`config.mk`:
```
export PLATFORM = sky130hd
export DESIGN_NAME = cgra_config_loader
export DESIGN_NICKNAME = d
export VERILOG_FILES = /design/src/rtl/cgra_config_loader.sv
export SDC_FILE = /design/constraint.sdc
export NUM_CORES = 1
export LEC_CHECK = 0
export CAP_MARGIN = 30
export CORE_AREA = 2 2 378 380
export CTS_BUF_LIST = sky130_fd_sc_hd__clkbuf_4
export DETAILED_ROUTE_END_ITERATION = 6
export DIE_AREA = 0 0 380 382
export PLACE_DENSITY = 0.3
export SLEW_MARGIN = 25
export SYNTH_ARGS = -nofsm -noshare
export SYNTH_HDL_FRONTEND = slang
export SYNTH_SLANG_ARGS = --single-unit
```
`constraint.sdc`:
```
create_clock -name clk -period 3.5 [get_ports clk]
set_clock_uncertainty 0.05 [all_clocks]
set_input_delay 0.7 -clock clk [delete_from_list [all_inputs] [get_ports clk]]
set_output_delay 0.7 -clock clk [all_outputs]
set_load 0.01 [all_outputs]
```
`src/rtl/cgra_config_loader.sv`:
```
// -----------------------------------------------------------------------------
// cgra_config_loader
//
// Purpose:
//   Forwards host configuration commands into the control memory of the
//   addressed CGRA tile, one command at a time. It can also fill every tile's
//   control memory with NOP words through a broadcast "clear" sequence.
//
//   A one-entry command buffer (vld_p0 / cmd_p0) decouples the host from the
//   tile write ports. An accepted command goes out on the first cycle in which
//   both write ports of the target tile are ready. A clear sequence walks the
//   control-memory addresses 0..CTRL_MEM_DEPTH-1. Each address is written to
//   all tiles in the same beat, and a beat is issued only when every tile
//   port is ready.
//
// Ports:
//   clk              sole clock, rising edge
//   reset            synchronous, active-low
//   recv_cmd__en     host command valid (only while recv_cmd__rdy = 1)
//   recv_cmd__msg    {tile_id, addr, cfg}, MSB first
//   recv_cmd__rdy    loader can take a command this cycle
//   clear_start      single-cycle request to NOP-fill all control memories
//   send_waddr__en   per-tile write-address enable
//   send_waddr__msg  per-tile write address
//   send_waddr__rdy  per-tile address-port ready
//   send_wopt__en    per-tile config-word enable
//   send_wopt__msg   per-tile config word
//   send_wopt__rdy   per-tile config-port ready
//   busy             loader not idle or command buffer occupied
//   clear_done       single-cycle pulse in the first idle cycle after a clear
//   sent_count       number of forwarded host commands, saturating
// -----------------------------------------------------------------------------
module cgra_config_loader #(
    parameter int         NUM_TILES      = 16,
    parameter int         CTRL_MEM_DEPTH = 8,
    parameter int         CONFIG_WIDTH   = 49,
    parameter logic [5:0] NOP_CTRL       = 6'h01
) (
    input  logic                                                             clk,
    input  logic                                                             reset,

    input  logic                                                             recv_cmd__en,
    input  logic [$clog2(NUM_TILES)+$clog2(CTRL_MEM_DEPTH)+CONFIG_WIDTH-1:0] recv_cmd__msg,
    output logic                                                             recv_cmd__rdy,

    input  logic                                                             clear_start,

    output logic [NUM_TILES-1:0]                                             send_waddr__en,
    output logic [NUM_TILES-1:0][$clog2(CTRL_MEM_DEPTH)-1:0]                 send_waddr__msg,
    input  logic [NUM_TILES-1:0]                                             send_waddr__rdy,

    output logic [NUM_TILES-1:0]                                             send_wopt__en,
    output logic [NUM_TILES-1:0][CONFIG_WIDTH-1:0]                           send_wopt__msg,
    input  logic [NUM_TILES-1:0]                                             send_wopt__rdy,

    output logic                                                             busy,
    output logic                                                             clear_done,
    output logic [15:0]                                                      sent_count
);

    localparam int TILE_W = $clog2(NUM_TILES);
    localparam int ADDR_W = $clog2(CTRL_MEM_DEPTH);
    localparam int CMD_W  = TILE_W + ADDR_W + CONFIG_WIDTH;

    // The NOP word carries only its ctrl opcode; every other field is zero.
    localparam logic [CONFIG_WIDTH-1:0] NOP_WORD = {NOP_CTRL, {(CONFIG_WIDTH-6){1'b0}}};
    localparam logic [ADDR_W-1:0]       LAST_ADDR = ADDR_W'(CTRL_MEM_DEPTH - 1);

    typedef enum logic [1:0] {
        IDLE  = 2'd0,
        FWD   = 2'd1,
        CLEAR = 2'd2
    } state_t;

    state_t             state;
    logic               vld_p0;
    logic [CMD_W-1:0]   cmd_p0;
    logic [ADDR_W-1:0]  clr_addr;

    logic [TILE_W-1:0]       buf_tile;
    logic [ADDR_W-1:0]       buf_addr;
    logic [CONFIG_WIDTH-1:0] buf_cfg;
    logic                    tgt_rdy;
    logic                    all_rdy;
    logic                    fwd_fire;
    logic                    clr_fire;
    logic                    accept;
    logic                    clear_go;

    // Counter increment that sticks at full scale instead of wrapping.
    function automatic logic [15:0] sat_inc(input logic [15:0] v);
        return (v == 16'hFFFF) ? v : v + 16'd1;
    endfunction

    // ---------------------------------------------------------------- p0 ----
    // Host side: the command buffer and its acceptance handshake.
    assign recv_cmd__rdy = !vld_p0 && (state == IDLE);
    assign busy          = (state != IDLE) || vld_p0;

    assign accept   = recv_cmd__en && recv_cmd__rdy;
    // A host command in the same cycle wins over a clear request. The clear
    // request is then dropped rather than remembered.
    assign clear_go = clear_start && !recv_cmd__en && !vld_p0 && (state == IDLE);

    assign buf_tile = cmd_p0[CMD_W-1 -: TILE_W];
    assign buf_addr = cmd_p0[CONFIG_WIDTH +: ADDR_W];
    assign buf_cfg  = cmd_p0[CONFIG_WIDTH-1:0];

    // Payload register carries no reset; only its valid bit does.
    always_ff @(posedge clk) begin
        if (accept) begin
            cmd_p0 <= recv_cmd__msg;
        end
    end

    // ---------------------------------------------------------------- p1 ----
    // Tile side: the enables are combinational from the registered state and
    // this cycle's ready inputs. A transfer therefore fires in the same cycle
    // in which its target ports become ready.
    assign tgt_rdy  = send_waddr__rdy[buf_tile] && send_wopt__rdy[buf_tile];
    assign all_rdy  = (&send_waddr__rdy) && (&send_wopt__rdy);
    assign fwd_fire = (state == FWD) && vld_p0 && tgt_rdy;
    assign clr_fire = (state == CLEAR) && all_rdy;

    always_comb begin
        send_waddr__en  = '0;
        send_wopt__en   = '0;
        send_waddr__msg = '0;
        send_wopt__msg  = '0;
        for (int t = 0; t < NUM_TILES; t++) begin
            if (clr_fire) begin
                send_waddr__en[t]  = 1'b1;
                send_wopt__en[t]   = 1'b1;
                send_waddr__msg[t] = clr_addr;
                send_wopt__msg[t]  = NOP_WORD;
            end else if (fwd_fire && (buf_tile == TILE_W'(t))) begin
                send_waddr__en[t]  = 1'b1;
                send_wopt__en[t]   = 1'b1;
                send_waddr__msg[t] = buf_addr;
                send_wopt__msg[t]  = buf_cfg;
            end
        end
    end

    always_ff @(posedge clk) begin
        if (!reset) begin
            state      <= IDLE;
            vld_p0     <= 1'b0;
            clr_addr   <= '0;
            sent_count <= 16'd0;
            clear_done <= 1'b0;
        end else begin
            clear_done <= 1'b0;
            case (state)
                IDLE: begin
                    if (accept) begin
                        vld_p0 <= 1'b1;
                        state  <= FWD;
                    end else if (clear_go) begin
                        clr_addr <= '0;
                        state    <= CLEAR;
                    end
                end
                FWD: begin
                    if (fwd_fire) begin
                        vld_p0     <= 1'b0;
                        sent_count <= sat_inc(sent_count);
                        state      <= IDLE;
                    end
                end
                CLEAR: begin
                    if (clr_fire) begin
                        if (clr_addr == LAST_ADDR) begin
                            // The pulse register is set on this edge, so the
                            // pulse shows in the first idle cycle.
                            clr_addr   <= '0;
                            clear_done <= 1'b1;
                            state      <= IDLE;
                        end else begin
                            clr_addr <= clr_addr + ADDR_W'(1);
                        end
                    end
                end
                default: begin
                    state <= IDLE;
                end
            endcase
        end
    end

endmodule

```
### Word-level counts from Yosys, hierarchy flattened

Cells that the tools add are included.

| word-level totals | value |
|---|---|
| register bits after elaboration | 79 |
| input port bits | 92 |
| output and inout port bits | 883 |
| word-level logic and storage cells | 192 |

| operators by class | value |
|---|---|
| add/sub/neg operators | 2 |
| $lt $le $gt $ge | 1 |
| equality and inequality tests | 26 |
| muxes and demuxes | 115 |
| bitwise operators | 1 |
| reduce and logical (&&, ||, !) cells | 41 |

Operators with widths:

| kind | count |
|---|---|
| $mux W49 | 32 |
| $mux W3 | 36 |
| $mux W1 | 37 |
| $eq A4 B4 Y1 const B | 8 |
| $reduce_and A16 Y1 | 2 |
| $logic_and A1 B1 Y1 | 26 |
| $add A16 B1 Y16 const B | 1 |
| $eq A16 B16 Y1 const B | 1 |
| $eq A4 B3 Y1 const B | 4 |
| $mux W2 | 5 |
| $ne A2 B2 Y1 const B | 5 |
| $reduce_and A3 Y1 | 3 |
| $bmux W1 S4 | 2 |
| $eq A4 B2 Y1 const B | 2 |
| $reduce_and A4 Y1 | 2 |
| $pmux W2 S3 | 1 |
| $pmux W3 S2 | 1 |
| $reduce_bool A2 Y1 | 3 |
| $lt A4 B5 Y1 const B | 1 |
| $eq A4 B1 Y1 const B | 1 |
| $logic_not A4 Y1 | 1 |
| $add A3 B1 Y3 const B | 1 |
| $eq A3 B3 Y1 const B | 1 |
| $ne A3 B3 Y1 const B | 1 |
| 8 further kinds | 9 |

### Logic depth before layout (Yosys ltp)

| depth | value |
|---|---|
| depth in word-level cells | 7 |
| mapped depth | 11 |

### Worst setup path after synthesis

Ideal clock, no wire load.

| timing | value |
|---|---|
| path type | input port to output port |
| start | input send_wopt__rdy[11] |
| end | output send_wopt__en[3] |
| arrival | 2.282 ns |
| setup slack | 0.468 ns |
| stages on the path | 10 |
| path buffers | 4 |
| cell sequence | nand3_1 > o21ai_0 > mux4_2 > nand3b_2 > buf_4 > nand2b_2 > buf_6 > buf_6 > nand2_1 > buf_4 |

| between the ends | value |
|---|---|
| cells in the longest elaborated chain, start to end | 7 |
| elaborated cells between the ends (all ways) | 10 |
| classes of those cells | 4 x mux; 6 x reduce/logical |

Ends and longest elaborated chain:

| what | RTL line | source |
|---|---|---|
| start: declaration | 54 | `input logic [NUM_TILES-1:0] send_wopt__rdy,` |
| $bmux W1 S4 | 120 | `assign tgt_rdy = send_waddr__rdy[buf_tile] && send_wopt__rdy[buf_tile];` |
| $mux W1 (not written as such) | 120 |  |
| $logic_and A1 B1 Y1 | 120 |  |
| $logic_and A1 B1 Y1 | 122 | `assign fwd_fire = (state == FWD) && vld_p0 && tgt_rdy;` |
| $logic_and A1 B1 Y1 | 136 | `end else if (fwd_fire && (buf_tile == TILE_W'(t))) begin` |
| $mux W1 | n/a |  |
| $mux W1 * | n/a |  |
| end: declaration | 52 | `output logic [NUM_TILES-1:0] send_wopt__en,` |

Every way passes the cells marked *; elsewhere a longest branch is shown, timed or not. The select of a mux whose other input is x is not followed.

==> impl_results.md <==
- Status: finished, violations left
- Failing checks: setup timing
- Rel. slew slack: 0.557
- CTS tree: yes
- CP max FO: 20
- Drt pass-1 iters: 5
- RSZ-0062 raised after global routing: yes
- Crit path launch type: flop
- Worst path required time: between 2 and 3 ns
- Top-level I/O count: 975
- P_int: about 1.8 mW
- Cts bufs inserted: 9
- CP bufs+invs: 6
- Syn Inst Count: about 1.3k
- Die Wd: 380 um
- Clock Pin Slew Worst Setup and Hold Paths: about 0.20 ns
- Hold-fix buffers, CTS: 0
- Final Slew Violations: 0
- Area share of the largest cell type after synthesis: 0.378
- Largest net degree at the start of global routing: 40
- Final worst path period need: between 4 and 5 ns
- Slack of the critical path: -0.564 ns
- Routed WL: 110,000 um
- Initial antenna violation count: 39
- Max-cap violations: 0
- Fmax: 246 MHz
- Lkg Pwr: between 10 and 15 nW
- Least-Margin Pin Slew: 0.661 ns
- Switching Share: 0.402
- Peak supply drop: 0.000178 V
- Fin crit share: 1.16
- Final Hold Fails: 0
- Area leader, netlist: nor2_1
- Congestion Overflow GR: 0
- DR vias/cell: 3.16
- Syn avg cell area: 5.74 um^2
- Syn Std Cell Area: 7690 um^2
- Register area share after synthesis: 0.279
- H-tree Lvls: 3
- Final ANT Viol Nets: 0
- Placeable Area: 141,000 um^2
- Clock network power share: 0.269
- Root buffer cell: clkbuf_4
- Synthesis Warnings: 0
- Area after DPL: approximately 21,000 um^2
- WP data arrival: 3.31 ns
- Power Density: 130 nW/um^2
- Vias in the first global route: 13.1k
- Register bit count reported by yosys: approximately 80
- Hold/Removal Path Class: flop to flop
- Slowest cell on crit path: mux4_2
- CP delay by family, top: buffers and inverters
- Die area: 145,000 um^2
- Die Ht: ~380 um
- Final setup vio count: 863
- Detailed placer's ending HPWL: between 70,000 and 80,000 um
- Crit path top cell by count: buf_12
- WL/cell: 25.4 um
- Share of cells above drive strength 1: 0.184
- First-pass GRT wire length: 128,000 um
- Fin area: about 23,000 um^2
- Site Rows: 138
- CTS sink cnt: 79
- Initial core utilization: 0.0546
- Crit-path cells: buf_12 -> nand3_2 -> o21ai_2 -> mux4_2 -> buf_12 -> nand4b_1 -> buf_6 -> buf_12 -> buf_12 -> nor2_1 -> clkdlybuf4s50_1
- Setup crit end kind: primary output
- GPL Wtd Cong: 0.765
- Combinational share of power: 0.366
- GRT Total Usage: 0.131
- Vias: between 10k and 15k
- # nets final: 2,525
- Tot Pwr: 3.05 mW
- Initial DRC Count: 683
- IO buf count: 974
- # DRC: 0
- Post-synthesis cell type count: 44
- Worst setup path class: flop to primary output
- Syn nets: 1,433
- P&R area growth vs syn: 205%
- Clk Latency, worst-skew pair: just under 0.7 ns
- Max stage delay on crit path: 0.55 ns
- Sequential Power Share: 0.366
- Longest Clk Path Bufs: 2
- Main area contributors after synthesis: nor2_1 38%, edfxtp_1 22%, dfxtp_1 6.0%
- Net Sw Power: 1.22 mW
-- worst paths after layout --
kind | slack (ns) | start | cells past startpoint | to
worst min register to register | 0.46 | sent_count[9] | 2 | sent_count[9]
worst max-delay path | -0.56 | cmd_p0[53] | 11 | send_wopt__msg[251]
worst min-delay path | 0.46 | sent_count[9] | 2 | sent_count[9]
worst max register to register | 1.09 | state[0] | 4 | cmd_p0[18]
-- worst register-to-register path, delay by kind of cell (launching register included) --
family	cells	cell delay, ns
and+or+nand+nor	2	1.14
DFF	1	0.35
buffers and inverters	2	0.47
-- what timing repair did --
action                                  in CTS  in global routing
cloned                                      20                 24
endpoints found under the setup margin     864                864
setup buffers                               28                 42
resized for setup                          314                312
pin swaps                                    8                  6
hold endpoints to repair                     0                  0
-- power by group through the flow --
| stage | Sequential, mW | Combinational (mW) | Clock [mW] |
|---|---|---|---|
| after floorplan | 1.12 | 0.313 | 0 |
| after global placement | 1.13 | 1.05 | 0 |
| after detailed placement | 1.13 | 1.05 | 0 |
| after CTS | 1.11 | 1.12 | 0.919 |
| after global routing | 1.12 | 1.18 | 0.924 |
| final | 1.11 | 1.11 | 0.819 |
-- Yosys cell counts, drive strengths merged --
cell,count
a22oi,3
edfxtp,56
inv,3
mux2i,6
nor4b,2
nand4b,4
nand3,13
o21bai,1
a21o,2
and3,6
mux4,2
and2,2
nor3,2
or3,5
dfxtp,23
ha,3
nor3b,1
nor2,775
clkbuf,58
clkinv,1
buf,117
a21oi,16
nand2,105
nand2b,7
o21ai,78
o31ai,7
nor4,2
or4,7
a41o,1
nand4,20
and4,3
nand3b,3
nor2b,4
-- cell families after synthesis --
logic type | Yosys count | share of synthesized area
compound gates | 108 | 0.0775
simple gates | 961 | 0.502
fa+ha+maj | 3 | 0.00488
buf+inv | 179 | 0.123
flops | 79 | 0.279
mux | 8 | 0.0137
-- per-stage QoR --
| stage | TNS (ns) | util | cells | setup WS [ns] | hold slack (ns) |
|---|---|---|---|---|---|
| CTS | -580.94 | 0.158 | 4261 | -0.783 | 0.323 |
| global placement | -774.15 | 0.151 | 4202 | -1.02 | 0.440 |
| global route | -532.40 | 0.166 | 4333 | -0.774 | 0.368 |
| floorplan | 0 | - | 1338 | 0.468 | 0.415 |
| detailed placement | -734.70 | 0.151 | 4202 | -0.982 | 0.450 |
| finish | -317.43 | 0.166 | 4340 | -0.564 | 0.465 |
-- state kept, by name (all words and copies together), names as in the netlist --
| register | count |
|---|---|
| vld_p0 | 1 |
| cmd_p0 | 56 |
| clr_addr | 3 |
| state | 2 |
| clear_done | 1 |
| sent_count | 16 |
-- area by class of cell --
cell class / count / area, um^2
Antenna cell: 15 / 37.5
Clock buffer: 9 / 67.6
Clock inverter: 7 / 109
Fill cell: 16100 / 117000
Inverter: 4 / 15.0
Multi-Input combinational cell: 1080 / 4810
Sequential cell: 79 / 2140
Tap cell: 1890 / 2360
Timing Repair Buffer: 1256 / 13900
-- routing by layer --
metal  GRT usage  vias to the layer above  part of all wire
li1            -                     6393                 -
met1       0.148                     6595              0.40
met2       0.248                      609              0.53
met3      0.0307                      102             0.055
met4      0.0256                       20             0.018
met5           0                        -            0.0011
-- cell usage in the layout (no fill, tap or decap), types with 55 or more instances in the layout --
cell	instances
o21ai_0	67
buf_4	120
buf_12	105
clkdlybuf4s50_1	648
dlymetal6s2s_1	148
nand2_1	89
edfxtp_1	56
nor2_1	772
clkbuf_2	55
dlygate4sd2_1	66
Note: power is estimated with default switching activity, not from simulation.
